[config.mk]
export PLATFORM = sky130hd
export DESIGN_NAME = alu_arbiter
export DESIGN_NICKNAME = d
export VERILOG_FILES = /design/src/rtl/alu_arbiter.sv
export SDC_FILE = /design/constraint.sdc
export NUM_CORES = 1
export LEC_CHECK = 0
export CAP_MARGIN = 20
export CELL_PAD_IN_SITES_DETAIL_PLACEMENT = 0
export CELL_PAD_IN_SITES_GLOBAL_PLACEMENT = 1
export CORE_ASPECT_RATIO = 0.8
export CORE_MARGIN = 2
export CORE_UTILIZATION = 26
export DETAILED_ROUTE_END_ITERATION = 8
export PLACE_DENSITY = 0.85
export SLEW_MARGIN = 0
export SYNTH_ARGS = -nofsm -noshare
export SYNTH_HDL_FRONTEND = slang
export SYNTH_SLANG_ARGS = --single-unit
[constraint.sdc]
create_clock -name clk -period 1.4 [get_ports clk]
set_input_delay 0.14 -clock clk [delete_from_list [all_inputs] [get_ports clk]]
set_output_delay 0.14 -clock clk [all_outputs]
set_load 0.01 [all_outputs]
[src/rtl/alu_arbiter.sv]
// Two-requester round-robin front end for one shared combinational ALU.
// One operation in flight: IDLE -> EXEC (one ALU cycle) -> RESP (hold until taken).
module alu_arbiter #(
  parameter int unsigned WIDTH = 32,
  parameter int unsigned OPW   = 6
) (
  input  logic             clk,
  input  logic             rst_n,
  input  logic             req0_valid,
  input  logic             req1_valid,
  output logic             req0_ready,
  output logic             req1_ready,
  input  logic [WIDTH-1:0] req0_a,
  input  logic [WIDTH-1:0] req0_b,
  input  logic [WIDTH-1:0] req1_a,
  input  logic [WIDTH-1:0] req1_b,
  input  logic [OPW-1:0]   req0_op,
  input  logic [OPW-1:0]   req1_op,
  output logic             rsp0_valid,
  output logic             rsp1_valid,
  input  logic             rsp0_ready,
  input  logic             rsp1_ready,
  output logic [WIDTH-1:0] rsp_x,
  output logic             rsp_zero,
  output logic             rsp_sign,
  output logic [WIDTH-1:0] alu_a,
  output logic [WIDTH-1:0] alu_b,
  output logic [OPW-1:0]   alu_op,
  input  logic [WIDTH-1:0] alu_x,
  input  logic             alu_zero,
  input  logic             alu_sign,
  output logic             busy
);

  typedef enum logic [1:0] {StIdle, StExec, StResp} state_e;

  state_e           state_q;
  logic             ptr_q;
  logic             owner_q;
  logic [WIDTH-1:0] a_q;
  logic [WIDTH-1:0] b_q;
  logic [OPW-1:0]   op_q;
  logic [WIDTH-1:0] rsp_x_q;
  logic             rsp_zero_q;
  logic             rsp_sign_q;
  logic             rsp0_valid_q;
  logic             rsp1_valid_q;
  logic             busy_q;
  logic             grant;
  logic             rsp_hs;

  // A lone requester wins outright; on contention the pointer picks the one not served last.
  always_comb begin
    grant = ptr_q;
    if (req0_valid && !req1_valid) begin
      grant = 1'b0;
    end else if (!req0_valid && req1_valid) begin
      grant = 1'b1;
    end
  end

  assign req0_ready = (state_q == StIdle) && req0_valid && !grant;
  assign req1_ready = (state_q == StIdle) && req1_valid && grant;

  // Only the owner's rsp_ready can complete the response.
  assign rsp_hs = (rsp0_valid_q && rsp0_ready) || (rsp1_valid_q && rsp1_ready);

  always_ff @(posedge clk) begin
    if (!rst_n) begin
      state_q      <= StIdle;
      ptr_q        <= 1'b0;
      owner_q      <= 1'b0;
      a_q          <= '0;
      b_q          <= '0;
      op_q         <= '0;
      rsp_x_q      <= '0;
      rsp_zero_q   <= 1'b0;
      rsp_sign_q   <= 1'b0;
      rsp0_valid_q <= 1'b0;
      rsp1_valid_q <= 1'b0;
      busy_q       <= 1'b0;
    end else begin
      case (state_q)
        StIdle: begin
          if (req0_ready || req1_ready) begin
            a_q     <= grant ? req1_a : req0_a;
            b_q     <= grant ? req1_b : req0_b;
            op_q    <= grant ? req1_op : req0_op;
            owner_q <= grant;
            ptr_q   <= !grant;
            busy_q  <= 1'b1;
            state_q <= StExec;
          end
        end
        StExec: begin
          rsp_x_q      <= alu_x;
          rsp_zero_q   <= alu_zero;
          rsp_sign_q   <= alu_sign;
          rsp0_valid_q <= !owner_q;
          rsp1_valid_q <= owner_q;
          state_q      <= StResp;
        end
        StResp: begin
          if (rsp_hs) begin
            rsp0_valid_q <= 1'b0;
            rsp1_valid_q <= 1'b0;
            busy_q       <= 1'b0;
            state_q      <= StIdle;
          end
        end
        default: state_q <= StIdle;
      endcase
    end
  end

  assign alu_a      = a_q;
  assign alu_b      = b_q;
  assign alu_op     = op_q;
  assign rsp_x      = rsp_x_q;
  assign rsp_zero   = rsp_zero_q;
  assign rsp_sign   = rsp_sign_q;
  assign rsp0_valid = rsp0_valid_q;
  assign rsp1_valid = rsp1_valid_q;
  assign busy       = busy_q;

endmodule

# [Word-level counts from Yosys, hierarchy flattened]
# Index checks and enable logic that the tools add are counted.
[word_totals] reg_bits=111 latchBits=0 mem_bits_rw=0 rom_bits=0 input_bits=180 wordCells=50 memories=0
[classes] n_addsub=0 mul=0 div_mod_pow=0 n_lt_le_gt_ge=0 eq_ne=4 shifts=0 muxes=13 bitwise_logic=0 reduce_logical=21
[op_table] op="$mux 32" n=2
[op_table] op="$logic_and 1x1->1" n=8
[op_table] op="$mux 6" n=1
[op_table] op="$pmux 1 s2" n=3
[op_table] op="$pmux 2 s3" n=1
[op_table] op="$reduce_and 2->1" n=3
[op_table] op="$logic_not 1->1" n=4
[op_table] op="$mux 1" n=4
[op_table] op="$mux 2" n=2
[op_table] op="$reduce_bool 2->1" n=2
[op_table] op="$reduce_and 3->1" n=1
[op_table] op="$eq 2x1->1 const B" n=1
[op_table] op="$eq 2x2->1 const B" n=1
[op_table] op="$logic_not 2->1" n=1
[op_table] op="$logic_or 1x1->1" n=2
[op_table] op="$ne 2x1->1 const B" n=1
[op_table] op="$ne 2x2->1 const B" n=1

# [Longest topological paths before layout]
[logic_depth] word_depth=9 depth_mapped=5 ltp_nobuf=3

# [Worst setup path before layout]
# Ideal clock, no wire load.
[synth_timing] path_type="register to output" startpoint="register state_q[0]" endpoint="output req0_ready" arrival_ns=1.129 required_ns=1.260 path_slack_ns=0.131 stages_incl_launch_ff=5 n_path_buf=1 cell_sequence="dfxtp_1 a211oi_4 buf_6 nand2_1 inv_1"
[synth_via] elab_chain_len=3
[synth_lines] element="start, declared" line_no="37" source="state_e state_q;"
[synth_lines] element="start signal, assigned" line_no="70" source="state_q <= StIdle;"
[synth_lines] element="start signal, assigned" line_no="92" source="state_q <= StExec;"
[synth_lines] element="start signal, assigned" line_no="101" source="state_q <= StResp;"
[synth_lines] element="$logic_not 2->1" line_no="62" source="assign req0_ready = (state_q == StIdle) && req0_valid && !grant;"
[synth_lines] element="$logic_and 1x1->1 (2 in a row)" line_no="62"
[synth_lines] element="end, declared" line_no="11" source="output logic req0_ready,"
# Every way passes these cells.

# [Worst setup path in the final report]
[layout_timing] startpoint="register state_q[1]" endpoint="register a_q[7] (netlist: alu_a[7])"
[layout_via] elab_chain_len=5 elab_cells_between_ends=7
[layout_lines] element="$logic_not 2->1 *" line_no="62, 63, 83"
[layout_lines] element="$logic_and 1x1->1, on equally long branches (2 in a row)" line_no="62, 63"
[layout_lines] element="$logic_or 1x1->1" line_no="85" source="if (req0_ready || req1_ready) begin"
[layout_lines] element="$reduce_and 2->1 (no source line) *"
[layout_lines] element="end signal, assigned" line_no="86" source="a_q <= grant ? req1_a : req0_a;"
[layout_lines] element="end, declared" line_no="40" source="logic [WIDTH-1:0] a_q;"
# Mark *: on every way between the ends. The rest lies on a longest branch, timed or not.
# A chain may end at the register's enable or synchronous reset.

==> metrics.md <==
| Metric | Value |
|---|---|
| Status | finished with violations |
| Failing checks | setup timing |
| Max layer used | met4 |
| HP Class | in2reg |
| Metal3 WL | 1870 microns |
| Post-route ant nets | 0 |
| Commonest non-fill, non-tap cell in the layout | clkdlybuf4s50_1 |
| Vias | 5783 |
| DP Area | 0.00797 sq mm |
| Cells after Synth | 595 |
| Postcts setup bufs | 0 |
| Largest cells by area after synthesis | dfxtp_1 46%, a31oi_1 9.1%, nand4_1 9.1% |
| CTS Root Cell | clkbuf_16 |
| LEAKAGE | 3.90 nW |
| Area Growth Syn to Fin | 78.6% |
| WL final | 20200 microns |
| Chip width | 156 microns |
| Multiplexer share of the synthesized area | 0 |
| Register area share after synthesis | 0.463 |
| Number of remaining DRC errors | 0 |
| Pre-CTS setup slack | -62.8 ps |
| Initial core utilization | 0.265 |
| Yosys warning total | 0 |
| Worst-case clock buffer depth | 2 |
| Maxcap violations | 0 |
| Die area | 0.0195 sq mm |
| Total negative slack | -6.88 ps |
| Simple-Gate Fraction of Synth Area | 0.236 |
| Post-Syn Area | 0.00479 sq mm |
| Fmax achieved | 711 MHz |
| DR WL/cell | 18.4 microns |
| Measured slew at the worst slew-check pin | 671 ps |
| Post-synth ARST share | 0 |
| CP max stage cell | dfxtp_4 |
| Synth Area in Adders | 0 |
| Die Y | 125 microns |
| First-pass GRT wire length | 29900 microns |
| Initial antenna violation count | 0 |
| Tcrit/Tclk final | 1.00 |
| Crit-path most repeated cell | buf_6 |
| CP Capture Type | flop |
| Critical Setup Path Class | reg2reg |
| Antenna cells | 0 |
| CP cell instances | a211oi_4 > buf_6 > buf_6 > nand3_1 > a31oi_1 |
| Routed met2 length | 9150 microns |
| Clk slew on worst S/H paths | 80 ps |
| Crit path required time | 1680 ps |
| CP max stage delay | 370 ps |
| Largest delay share family, worst path | buffers and inverters |
| Setup slack after layout | -5.92 ps |
| Vias in the first global route | 5668 |
| Post-synth net total | 775 |
| Worst Path Max Fanout | 11 |
| Top cell type's share of synthesized area | 0.463 |
| GP Congestion | 0.776 |
| PortBufs | 288 |
| Final hold vios | 0 |
| Gate power share | 0.305 |
| Largest family of logic cells by synthesized area | simple AND/OR/NAND/NOR gates |
| Post-route cell area | 0.00856 sq mm |
| Clock Latency Late Sink | 350 ps |
| Commonest non-fill, non-tap cells in the layout | 190 x clkdlybuf4s50_1, 108 x dfxtp_1, 71 x nand2_1, 70 x nand4_1, 70 x a31oi_1 |
| CTS tree | done |
| Count of state elements after synthesis | 111 |
| EDFF count, synth | 0 |
| Sequential power share | 0.393 |
| Count of cell types in the netlist | 28 |
| Switching share of power | 0.307 |
| Tmin final | 1410 ps |
| Compound-Gate Fraction of Synth Area | 0.216 |
| Met1 wire length | 8880 microns |
| CP Launch Type | flop |
| Fin nets | 1047 |
| Arr. time, crit path | 1680 ps |
| Post-synth top area cell | dfxtp_1 |
| Buf+Inv Stages, Crit Path | 2 |
| Layout cells sized above 1 | 0.0963 |
| Ports | 289 |
| Clock Skew | 7.68 ps |
| Depth of the CTS H-tree | 3 |
| # hold bufs at CTS | 0 |
| Unrepaired setup endpoints after global routing | true |
| Slew Limit Fails | 0 |
| Row count | 44 |
| Psw | 2.81 mW |
| Final setup vio count | 2 |
| Post-DP HPWL | 12800 microns |
| Num CTS Buffers | 9 |
| Most used DFF post-synth | dfxtp_1 |
| Pre-Repair DR Iteration Count | 5 |
| Largest net degree at the start of global routing | 56 |
| Pint | 6.34 mW |
| Clock share of power | 0.302 |
| GRT Resource Usage Total | 0.189 |
| Pwr Density | 1070 mW/mm^2 |
| Vias per inst | 5.25 |
| Grt total ovfl | 0 |
| Syn Area/Cell | 8.06 sq um |
| Synth Area in XOR/XNOR | 0 |
| Clock Sink Count | 111 |
| Core ar. | 0.0181 sq mm |
| VDD IR-drop max | 555 uV |
| Slew margin rel. | 0.552 |
| Starting DRC count in detailed routing | 463 |
==> sequential cells by signal, summed over array words and instances, names as in the netlist <==
name and flops:
alu_a 32, alu_b 32, alu_op 6, busy 1, owner_q 1, ptr_q 1, rsp0_valid 1, rsp1_valid 1
rsp_sign 1, rsp_x 32, rsp_zero 1, state_q 2
==> cell usage after synthesis, types with 2 or more instances <==
cell      count
inv_1         2
nand2_1      71
nor2_1        2
o21ai_0      42
clkbuf_4      2
clkbuf_2      7
buf_4         7
nand3_1      71
dfxtp_1     111
nand4_1      70
nand2b_1      2
a21oi_1      39
buf_2        16
buf_6         8
clkbuf_1     30
buf_1         2
o21ai_1      33
a31oi_1      70
==> through the flow <==
step / util / total power [mW] / hold WS (ps) / std cells
6_report: 0.473 / 9.15 / 245 / 1102
5_1_grt: 0.473 / 9.58 / 249 / 1102
4_1_cts: 0.454 / 9.01 / 221 / 1095
3_5_place_dp: 0.440 / 6.30 / 446 / 1079
3_3_place_gp: 0.440 / 6.29 / 441 / 1079
2_1_floorplan: - / 4.81 / 276 / 595
==> worst reg2reg max path: cells and delay by family (launching register included) <==
family / cells / cell delay [ps]
compound gates: 2 / 420
buf+inv: 2 / 450
flops: 1 / 370
simple gates: 1 / 100
==> power groups by stage <==
stage                     Sequential [mW]  Clock (mW)  Combinational (mW)
after CTS                            3.60        2.86                2.55
after floorplan                      3.79           0                1.02
after detailed placement             3.67           0                2.63
after global placement               3.67           0                2.63
after global routing                 3.63        2.95                2.99
final                                3.60        2.77                2.79
==> path summary, 6_finish.rpt <==
path              start        end  slack [ps]  cells past startpoint
max          state_q[1]   alu_a[7]          -6                      5
min          req1_valid    owner_q         240                      4
max reg2reg  state_q[1]   alu_a[7]          -6                      5
min reg2reg   rsp_x[11]  rsp_x[11]         450                      2
==> cell families after synthesis <==
| logic type | Yosys count |
|---|---|
| simple gates | 223 |
| flops | 111 |
| buf+inv | 75 |
| compound gates | 186 |
==> metal layers <==
metal  up-vias  global-route usage
li1       2750                   -
met1      2730               0.239
met2       278               0.312
met3        25              0.0610
met4         0              0.0470
met5         -                   0
==> layout make-up <==
cell class	instances	area, sq um
multi-input combinational	409	2220
tap	230	288
inverter	3	12.5
sequential	111	2230
timing repair buffer	333	3500
clock buffer	10	239
clock inverter	6	76.3
fill	1763	9550
==> repair_timing <==
item / 4_1_cts / 5_1_grt
endpoints found under the setup margin: 57 / 110
cloned: 0 / 7
gates resized for setup: 57 / 78
pin swaps: 1 / 14
Note: power is estimated with default switching activity, not from simulation.
